## config.mk

```make
export PLATFORM = sky130hd
export DESIGN_NAME = fpdiv_rr_arbiter
export DESIGN_NICKNAME = d
export VERILOG_FILES = /design/src/rtl/fpdiv_rr_arbiter.sv
export SDC_FILE = /design/constraint.sdc
export NUM_CORES = 1
export LEC_CHECK = 0
export BUFFER_PORTS_ARGS = -buffer_cell sky130_fd_sc_hd__buf_2
export CORE_AREA = 2 2 158 160
export CTS_BUF_LIST = sky130_fd_sc_hd__clkbuf_2
export CTS_CLUSTER_DIAMETER = 30
export DETAILED_ROUTE_END_ITERATION = 6
export DIE_AREA = 0 0 160 162
export SYNTH_ARGS = -nofsm -noshare
export SYNTH_HDL_FRONTEND = slang
export SYNTH_SLANG_ARGS = --single-unit
export TNS_END_PERCENT = 5
```

## constraint.sdc

```tcl
create_clock -name clk -period 5.2 [get_ports clk]
set_input_delay 0.78 -clock clk [delete_from_list [all_inputs] [get_ports clk]]
set_output_delay 0.78 -clock clk [all_outputs]
set_load 0.02 [all_outputs]
```

## src/rtl/fpdiv_rr_arbiter.sv

```systemverilog
// Round-robin front end that shares one iterative fp divider (start/done) among NREQ requesters,
// with a watchdog that aborts a hung divide and returns a NaN result.
module fpdiv_rr_arbiter #(
  parameter int unsigned NREQ    = 4,
  parameter int unsigned TIMEOUT = 64
) (
  input  logic                 clk,
  input  logic                 RESET,
  input  logic [NREQ-1:0]      req_valid,
  input  logic [32*NREQ-1:0]   req_a,
  input  logic [32*NREQ-1:0]   req_b,
  output logic [NREQ-1:0]      req_ready,
  output logic [NREQ-1:0]      resp_valid,
  output logic [31:0]          resp_data,
  output logic [1:0]           resp_exc,
  output logic                 div_start,
  output logic [31:0]          div_a,
  output logic [31:0]          div_b,
  input  logic                 div_done,
  input  logic [31:0]          div_result,
  input  logic [1:0]           div_exc,
  output logic                 busy,
  output logic                 timeout_err
);

  localparam int unsigned PW = (NREQ > 1) ? $clog2(NREQ) : 1;
  localparam int unsigned CW = (TIMEOUT > 1) ? $clog2(TIMEOUT) : 1;
  localparam logic [31:0] NAN_RESULT = 32'h7FFF_FFFF;

  typedef enum logic [1:0] {S_IDLE, S_START, S_WAIT, S_RESP} state_t;

  state_t        state, state_nxt;
  logic [PW-1:0] ptr, owner, grant_idx, scan_idx;
  logic [CW-1:0] wd_cnt;
  logic          found, wd_expire;
  logic [31:0]   sel_a, sel_b;

  // Grant search from ptr, next-state decode and combinational ready
  always_comb begin
    state_nxt = state;
    req_ready = '0;
    grant_idx = '0;
    scan_idx  = '0;
    found     = 1'b0;
    wd_expire = (wd_cnt == CW'(TIMEOUT - 1));
    for (int unsigned k = 0; k < NREQ; k++) begin
      scan_idx = PW'((32'(ptr) + k) % NREQ);
      if (!found && req_valid[scan_idx]) begin
        found     = 1'b1;
        grant_idx = scan_idx;
      end
    end
    case (state)
      S_IDLE: begin
        if (found) begin
          req_ready[grant_idx] = 1'b1;
          state_nxt            = S_START;
        end
      end
      S_START: state_nxt = S_WAIT;
      S_WAIT:  if (div_done || wd_expire) state_nxt = S_RESP;
      S_RESP:  state_nxt = S_IDLE;
      default: state_nxt = S_IDLE;
    endcase
  end

  // Operand mux for the granted requester
  always_comb begin
    sel_a = '0;
    sel_b = '0;
    for (int unsigned i = 0; i < NREQ; i++) begin
      if (grant_idx == PW'(i)) begin
        sel_a = req_a[32*i +: 32];
        sel_b = req_b[32*i +: 32];
      end
    end
  end

  always_ff @(posedge clk or posedge RESET) begin
    if (RESET) state <= S_IDLE;
    else       state <= state_nxt;
  end

  // Datapath; status outputs are registered from the next state
  always_ff @(posedge clk or posedge RESET) begin
    if (RESET) begin
      ptr         <= '0;
      owner       <= '0;
      wd_cnt      <= '0;
      div_a       <= '0;
      div_b       <= '0;
      resp_data   <= '0;
      resp_exc    <= '0;
      resp_valid  <= '0;
      div_start   <= 1'b0;
      busy        <= 1'b0;
      timeout_err <= 1'b0;
    end else begin
      div_start  <= (state_nxt == S_START);
      busy       <= (state_nxt != S_IDLE);
      resp_valid <= (state_nxt == S_RESP) ? (NREQ'(1) << owner) : '0;
      case (state)
        S_IDLE: begin
          if (found) begin
            div_a <= sel_a;
            div_b <= sel_b;
            owner <= grant_idx;
            ptr   <= (grant_idx == PW'(NREQ - 1)) ? '0 : grant_idx + PW'(1);
          end
        end
        S_START: wd_cnt <= '0;
        S_WAIT: begin
          wd_cnt <= wd_cnt + CW'(1);
          if (div_done) begin
            resp_data <= div_result;
            resp_exc  <= div_exc;
          end else if (wd_expire) begin
            resp_data   <= NAN_RESULT;
            resp_exc    <= 2'b11;
            timeout_err <= 1'b1;
          end
        end
        default: ;
      endcase
    end
  end

endmodule
```

# [Yosys cells after proc, flatten, opt, wreduce, memory -nomap -nowiden]
# Cells that the tools add are included.
[word_totals] inputBits=297 regBits=117
[classes] n_shift=1 n_reduce_logical=16 bitwise=1 addsub=5 magnitude_cmp=6 n_eq_ne=9 muxes=38
[op_table] cell="$mux 32" n=10
[op_table] cell="$mux 2" n=9
[op_table] cell="$lt 2x3->1 const B" n=5
[op_table] cell="$mux 4" n=3
[op_table] cell="$pmux 6 s2" n=1
[op_table] cell="$eq 2x2->1 const B" n=5
[op_table] cell="$mux 1" n=9
[op_table] cell="$bmux 1 s2" n=4
[op_table] cell="$pmux 2 s4" n=1
[op_table] cell="$add 6x1->6 const B" n=1
[op_table] cell="$eq 2x1->1 const B" n=3
[op_table] cell="$eq 6x6->1 const B" n=1
[op_table] cell="$reduce_bool 2->1" n=3
[op_table] cell="$add 2x1->2 const B" n=2
[op_table] cell="$add 2x2->2 const B" n=2
[op_table] cell="$logic_and 1x1->1" n=4
[op_table] cell="$logic_not 2->1" n=2
[op_table] cell="$reduce_and 2->1" n=2
[op_table] cell="$shl 1x2->4 const A" n=1
[op_table] cell="$logic_not 1->1" n=3
[op_table] cell="$reduce_and 3->1" n=1
[op_table] cell="$demux 1 s2" n=1
[op_table] cell="$ge 2x1->1 const B" n=1
[op_table] cell="$logic_or 1x1->1" n=1
[op_table] cell="$not 1->1" n=1

# [Logic depth before layout (Yosys ltp)]
[depth] word_depth=18 depth_mapped=9

# [Least setup slack after synthesis]
# Ideal clock, no wire load.
[synth_timing] path_kind="input to output" startpoint="input port req_valid[2]" endpoint="output port req_ready[2]" path_buffers=2 t_required_ps=4420 setup_slack_ps=1976 stages=7 arrival_ps=2444 path_cell_list="nor2b_1 -> o21a_1 -> or4_1 -> ha_1 -> clkbuf_1 -> clkbuf_1 -> and2_1"
[synth_between] elab_chain_len=18 word_cells_on_any_way=29
[synth_rtl] item="from (decl)" line_no="9" source="input logic [NREQ-1:0] req_valid,"
[synth_rtl] item="$bmux 1 s2" line_no="48" source="if (!found && req_valid[scan_idx]) begin"
[synth_rtl] item="$mux 1 (implied by the code)" line_no="48"
[synth_rtl] item="$mux 1" line_no="48"
[synth_rtl] item="$logic_not 1->1" line_no="48"
[synth_rtl] item="$logic_and 1x1->1" line_no="48"
[synth_rtl] item="$mux 1" line_no="48"
[synth_rtl] item="$logic_not 1->1" line_no="48"
[synth_rtl] item="$logic_and 1x1->1" line_no="48"
[synth_rtl] item="[... 2 more ...]"
[synth_rtl] item="$logic_and 1x1->1" line_no="48"
[synth_rtl] item="$mux 2" line_no="48"
[synth_rtl] item="$lt 2x3->1 (implied by the code) / $ge 2x1->1 (equally long branches)" line_no="56" source="req_ready[grant_idx] = 1'b1;"
[synth_rtl] item="$logic_and 1x1->1 (implied by the code)" line_no="56"
[synth_rtl] item="$mux 1 (implied by the code)" line_no="56"
[synth_rtl] item="$demux 1 s2" line_no="56"
[synth_rtl] item="$mux 4 *" line_no="55" source="if (found) begin"
[synth_rtl] item="$mux 4 *" line_no="53" source="case (state)"
[synth_rtl] item="to (decl)" line_no="12" source="output logic [NREQ-1:0] req_ready,"
# Every way passes the cells marked *; elsewhere a longest branch is shown, timed or not. The select of a mux whose other input is x is not followed.

# [Final worst setup path]
[layout_timing] startpoint="register ptr[0]" endpoint="output port req_ready[1]"
[layout_between] elab_chain_len=18 word_cells_on_any_way=32
[layout_rtl] item="from (decl)" line_no="33" source="logic [PW-1:0] ptr, owner, grant_idx, scan_idx;"
[layout_rtl] item="from (signal assigned)" line_no="108" source="ptr <= (grant_idx == PW'(NREQ - 1)) ? '0 : grant_idx + PW'(1);"
[layout_rtl] item="parallel branches: the longest is 11 deep, another holds $add 2x1->2"
[layout_rtl] item="$mux 2 *" line_no="48"
[layout_rtl] item="via grant_idx[0]" line_no="33"
[layout_rtl] item="$lt 2x3->1 (implied by the code) / $ge 2x1->1 (equally long branches)" line_no="56"
[layout_rtl] item="$logic_and 1x1->1 (implied by the code)" line_no="56"
[layout_rtl] item="$mux 1 (implied by the code)" line_no="56"
[layout_rtl] item="$demux 1 s2 *" line_no="56"
[layout_rtl] item="$mux 4 *" line_no="55"
[layout_rtl] item="$mux 4 *" line_no="53"
# Mark *: on every way through the listed nets, which the timed path passes. The select of a mux whose other input is x is not followed.

==> results.ini <==
[cts]
cts_resized = 0
htreeDepth = 4
cts_tree = done
clockRootBuffer = clkbuf_2
postCtsSetupBuffers = 0
worstSkewPairLatency_ns = 0.67
hold_buffers = 0
clock_path_buffers = 2
cts_sinks = 117
cts_buffers = 17
clk_pin_slew_ns = 0.23

[global_routing]
grt_overflow = 0
grt_pass1_wl_mm = 40.6
grt_max_degree = 73
grt_pass1_vias = 7576
grt_usage = 0.197
antenna_found_initial = 8

[logic_synthesis]
yosysMostFrequentCell = a21oi_1
netlist_top_cells_count = a21oi_1, nor2_1, dfrtp_1
synth_fp_nets = 1129
synth_edf_count = 0
yosys.area.top_type_share = 0.425
syn_avg_cell_area_um2 = 8.34
ys_top_cells_by_area = dfrtp_1, a21oi_1, a221o_1
synth_ff_type = dfrtp_1
post-synth-top-area-cell = dfrtp_1
synthCells = 825
seq_area_frac_synth = 0.425
ys_ff_latch = 117
synth_cell_type_count = 38
synth.cell_area_mm2 = 0.00688
yosys_warnings = 0
async_flop_share = 1.00

[place]
gp_congestion = 0.876
portBuffers = 405
dpl_worst_slack_ns = 1.29
dp_hpwl_mm = 18.7

[timing]
report.final.slew_viol_count = 0
period_minus_slack_ns = 3.91
maxSlewHeadroom = 0.169
rsz0062_at_grt = false
setup_violations = 0
hold_viol = 0
clock_skew_ns = 0.0418
fin_crit_sh = 0.752
fmax_mhz = 256
fin_ws_ns = 1.29
final.setup.tns_ns = 0
tightest_slew_ns = 1.25

[final_layout]
drive_above_1_share = 0.381
syn_to_final_growth_pct = 35.0
nNetsFinal = 1488

[power_and_ir_drop]
powerDensity_mw_per_mm2 = 605
ir_drop_mv = 0.315
leakagePower_nw = 4.54

[die]
dieArea_mm2 = 0.0259
die_w_um = 160
core-area_mm2 = 0.0241
die_h_um = 162
start_util = 0.286
num_io_pins = 406
num_rows = 57

[worst_setup_path]
worstPathRequired_ns = 4.42
startpoint_type = flop
path_max_fanout = 59
critical_path_arrival_ns = 3.13
crit_type = flop to output pin
worstSetupEndpointType = output pin

[route]
dr.pass1.iters = 7
drc = 0
wl_per_cell_um = 17.2
via_count = 7622
drt.antenna.violating_nets = 0
avgViaCountPerCell = 5.00
drt_iter0_markers = 667
wl_mm = 26.3

[worst_hold_path]
min_path_type = primary input to asynchronous set/reset pin

[run_status]
run_status = complete, no violations

[run]
max_cap_viol_count = 0

[area by class of cell]
class | instances | area [um^2]
antenna | 5 | 12.5
clock buffer | 18 | 90.1
clock inverter | 13 | 135
fill | 2591 | 14800
inverter | 71 | 269
multi-input combinational | 560 | 3320
sequential | 117 | 2930
tap | 324 | 405
timing repair buffer | 417 | 2130
[registers in the layout, indices dropped and copies added (netlist names)]
name and count:
timeout_err 1, div_b 32, div_start 1, busy 1, wd_cnt 6, owner 2, state 2, div_a 32
resp_valid 4, ptr 2, resp_data 32, resp_exc 2
[path summary, 6_finish.rpt]
path,startpoint,to,slack (ns),cells past startpoint
setup reg to reg,ptr[0]$_DFFE_PP0P_,div_b[23]$_DFFE_PP0P_,2.04,8
min in group clk,div_result[14],resp_data[14]$_DFFE_PP0P_,0.33,3
max in group asynchronous,RESET,div_a[13]$_DFFE_PP0P_,4.07,3
setup / recovery,ptr[0]$_DFFE_PP0P_,req_ready[1],1.29,6
hold reg to reg,timeout_err$_DFFE_PP0P_,timeout_err$_DFFE_PP0P_,0.52,1
hold / removal,RESET,resp_data[11]$_DFFE_PP0P_,0.12,2
[power breakdown]
| group | internal [W] | leakage, nW | switching, W | total, W |
|---|---|---|---|---|
| clock network | 0.000217 | 0.130 | 0.000376 | 0.000593 |
| logic | 0.00130 | 3.07 | 0.00216 | 0.00346 |
| registers | 0.00134 | 1.34 | 0.000228 | 0.00157 |
| total | 0.00286 | 4.54 | 0.00276 | 0.00562 |
[metrics by stage]
step                      std cells   util  instance area (um^2)  total power, W  hold slack, ns
after global routing           1525  0.386                  9290         0.00608          0.0333
after detailed placement       1489  0.376                  9060         0.00507           0.478
after floorplan                 825      -                  6880         0.00406           0.455
after global placement         1489  0.376                  9060         0.00502           0.457
final                          1525  0.386                  9290         0.00562           0.116
after CTS                      1520  0.385                  9280         0.00568          0.0258
[cells by family after synthesis]
kind of cell    share of synthesized area
compound gates                      0.282
simple gates                        0.179
buf+inv                            0.0978
flops                               0.425
fa+ha+maj                          0.0127
mux                               0.00291
[metal layers]
layer | share of wire | wire length [um] | GRT usage
met1 | 0.41 | 10700 | 0.239
met4 | 0.021 | 546 | 0.0688
met5 | 0.00091 | 24 | 0
met2 | 0.49 | 12900 | 0.332
met3 | 0.081 | 2140 | 0.0615
[critical path, stage by stage, from the launching register on]
cell and delay [ns]:
dfrtp_1 0.41, nor2b_1 0.06, o21a_1 0.22, nor4_1 0.76
ha_4 0.63, and2_1 0.21, buf_2 0.16
[placed cells by master (no fill, tap or decap), types with 2 or more instances in the layout]
cell type / netlist / routed
buf_2: 10 / 405
a21oi_1: 227 / 227
nor2_1: 133 / 133
dfrtp_1: 117 / 117
inv_1: 71 / 70
nand3b_1: 64 / 64
a221o_1: 64 / 64
clkbuf_2: 0 / 18
nand2_1: 11 / 11
buf_4: 0 / 11
nand2b_1: 6 / 6
diode_2: 0 / 5
and3_1: 5 / 5
and2_1: 5 / 5
nor4_1: 4 / 4
clkinvlp_4: 0 / 4
nand3_1: 3 / 3
o21ai_0: 3 / 3
nor2b_1: 3 / 3
ha_1: 7 / 3
ha_4: 0 / 3
clkinv_2: 0 / 3
mux2i_1: 2 / 2
o21a_1: 2 / 2
or4_1: 2 / 2
nor4b_1: 2 / 2
o21bai_1: 2 / 2
bufinv_16: 0 / 2
clkinv_4: 0 / 2
Note: power is estimated with default switching activity, not from simulation.
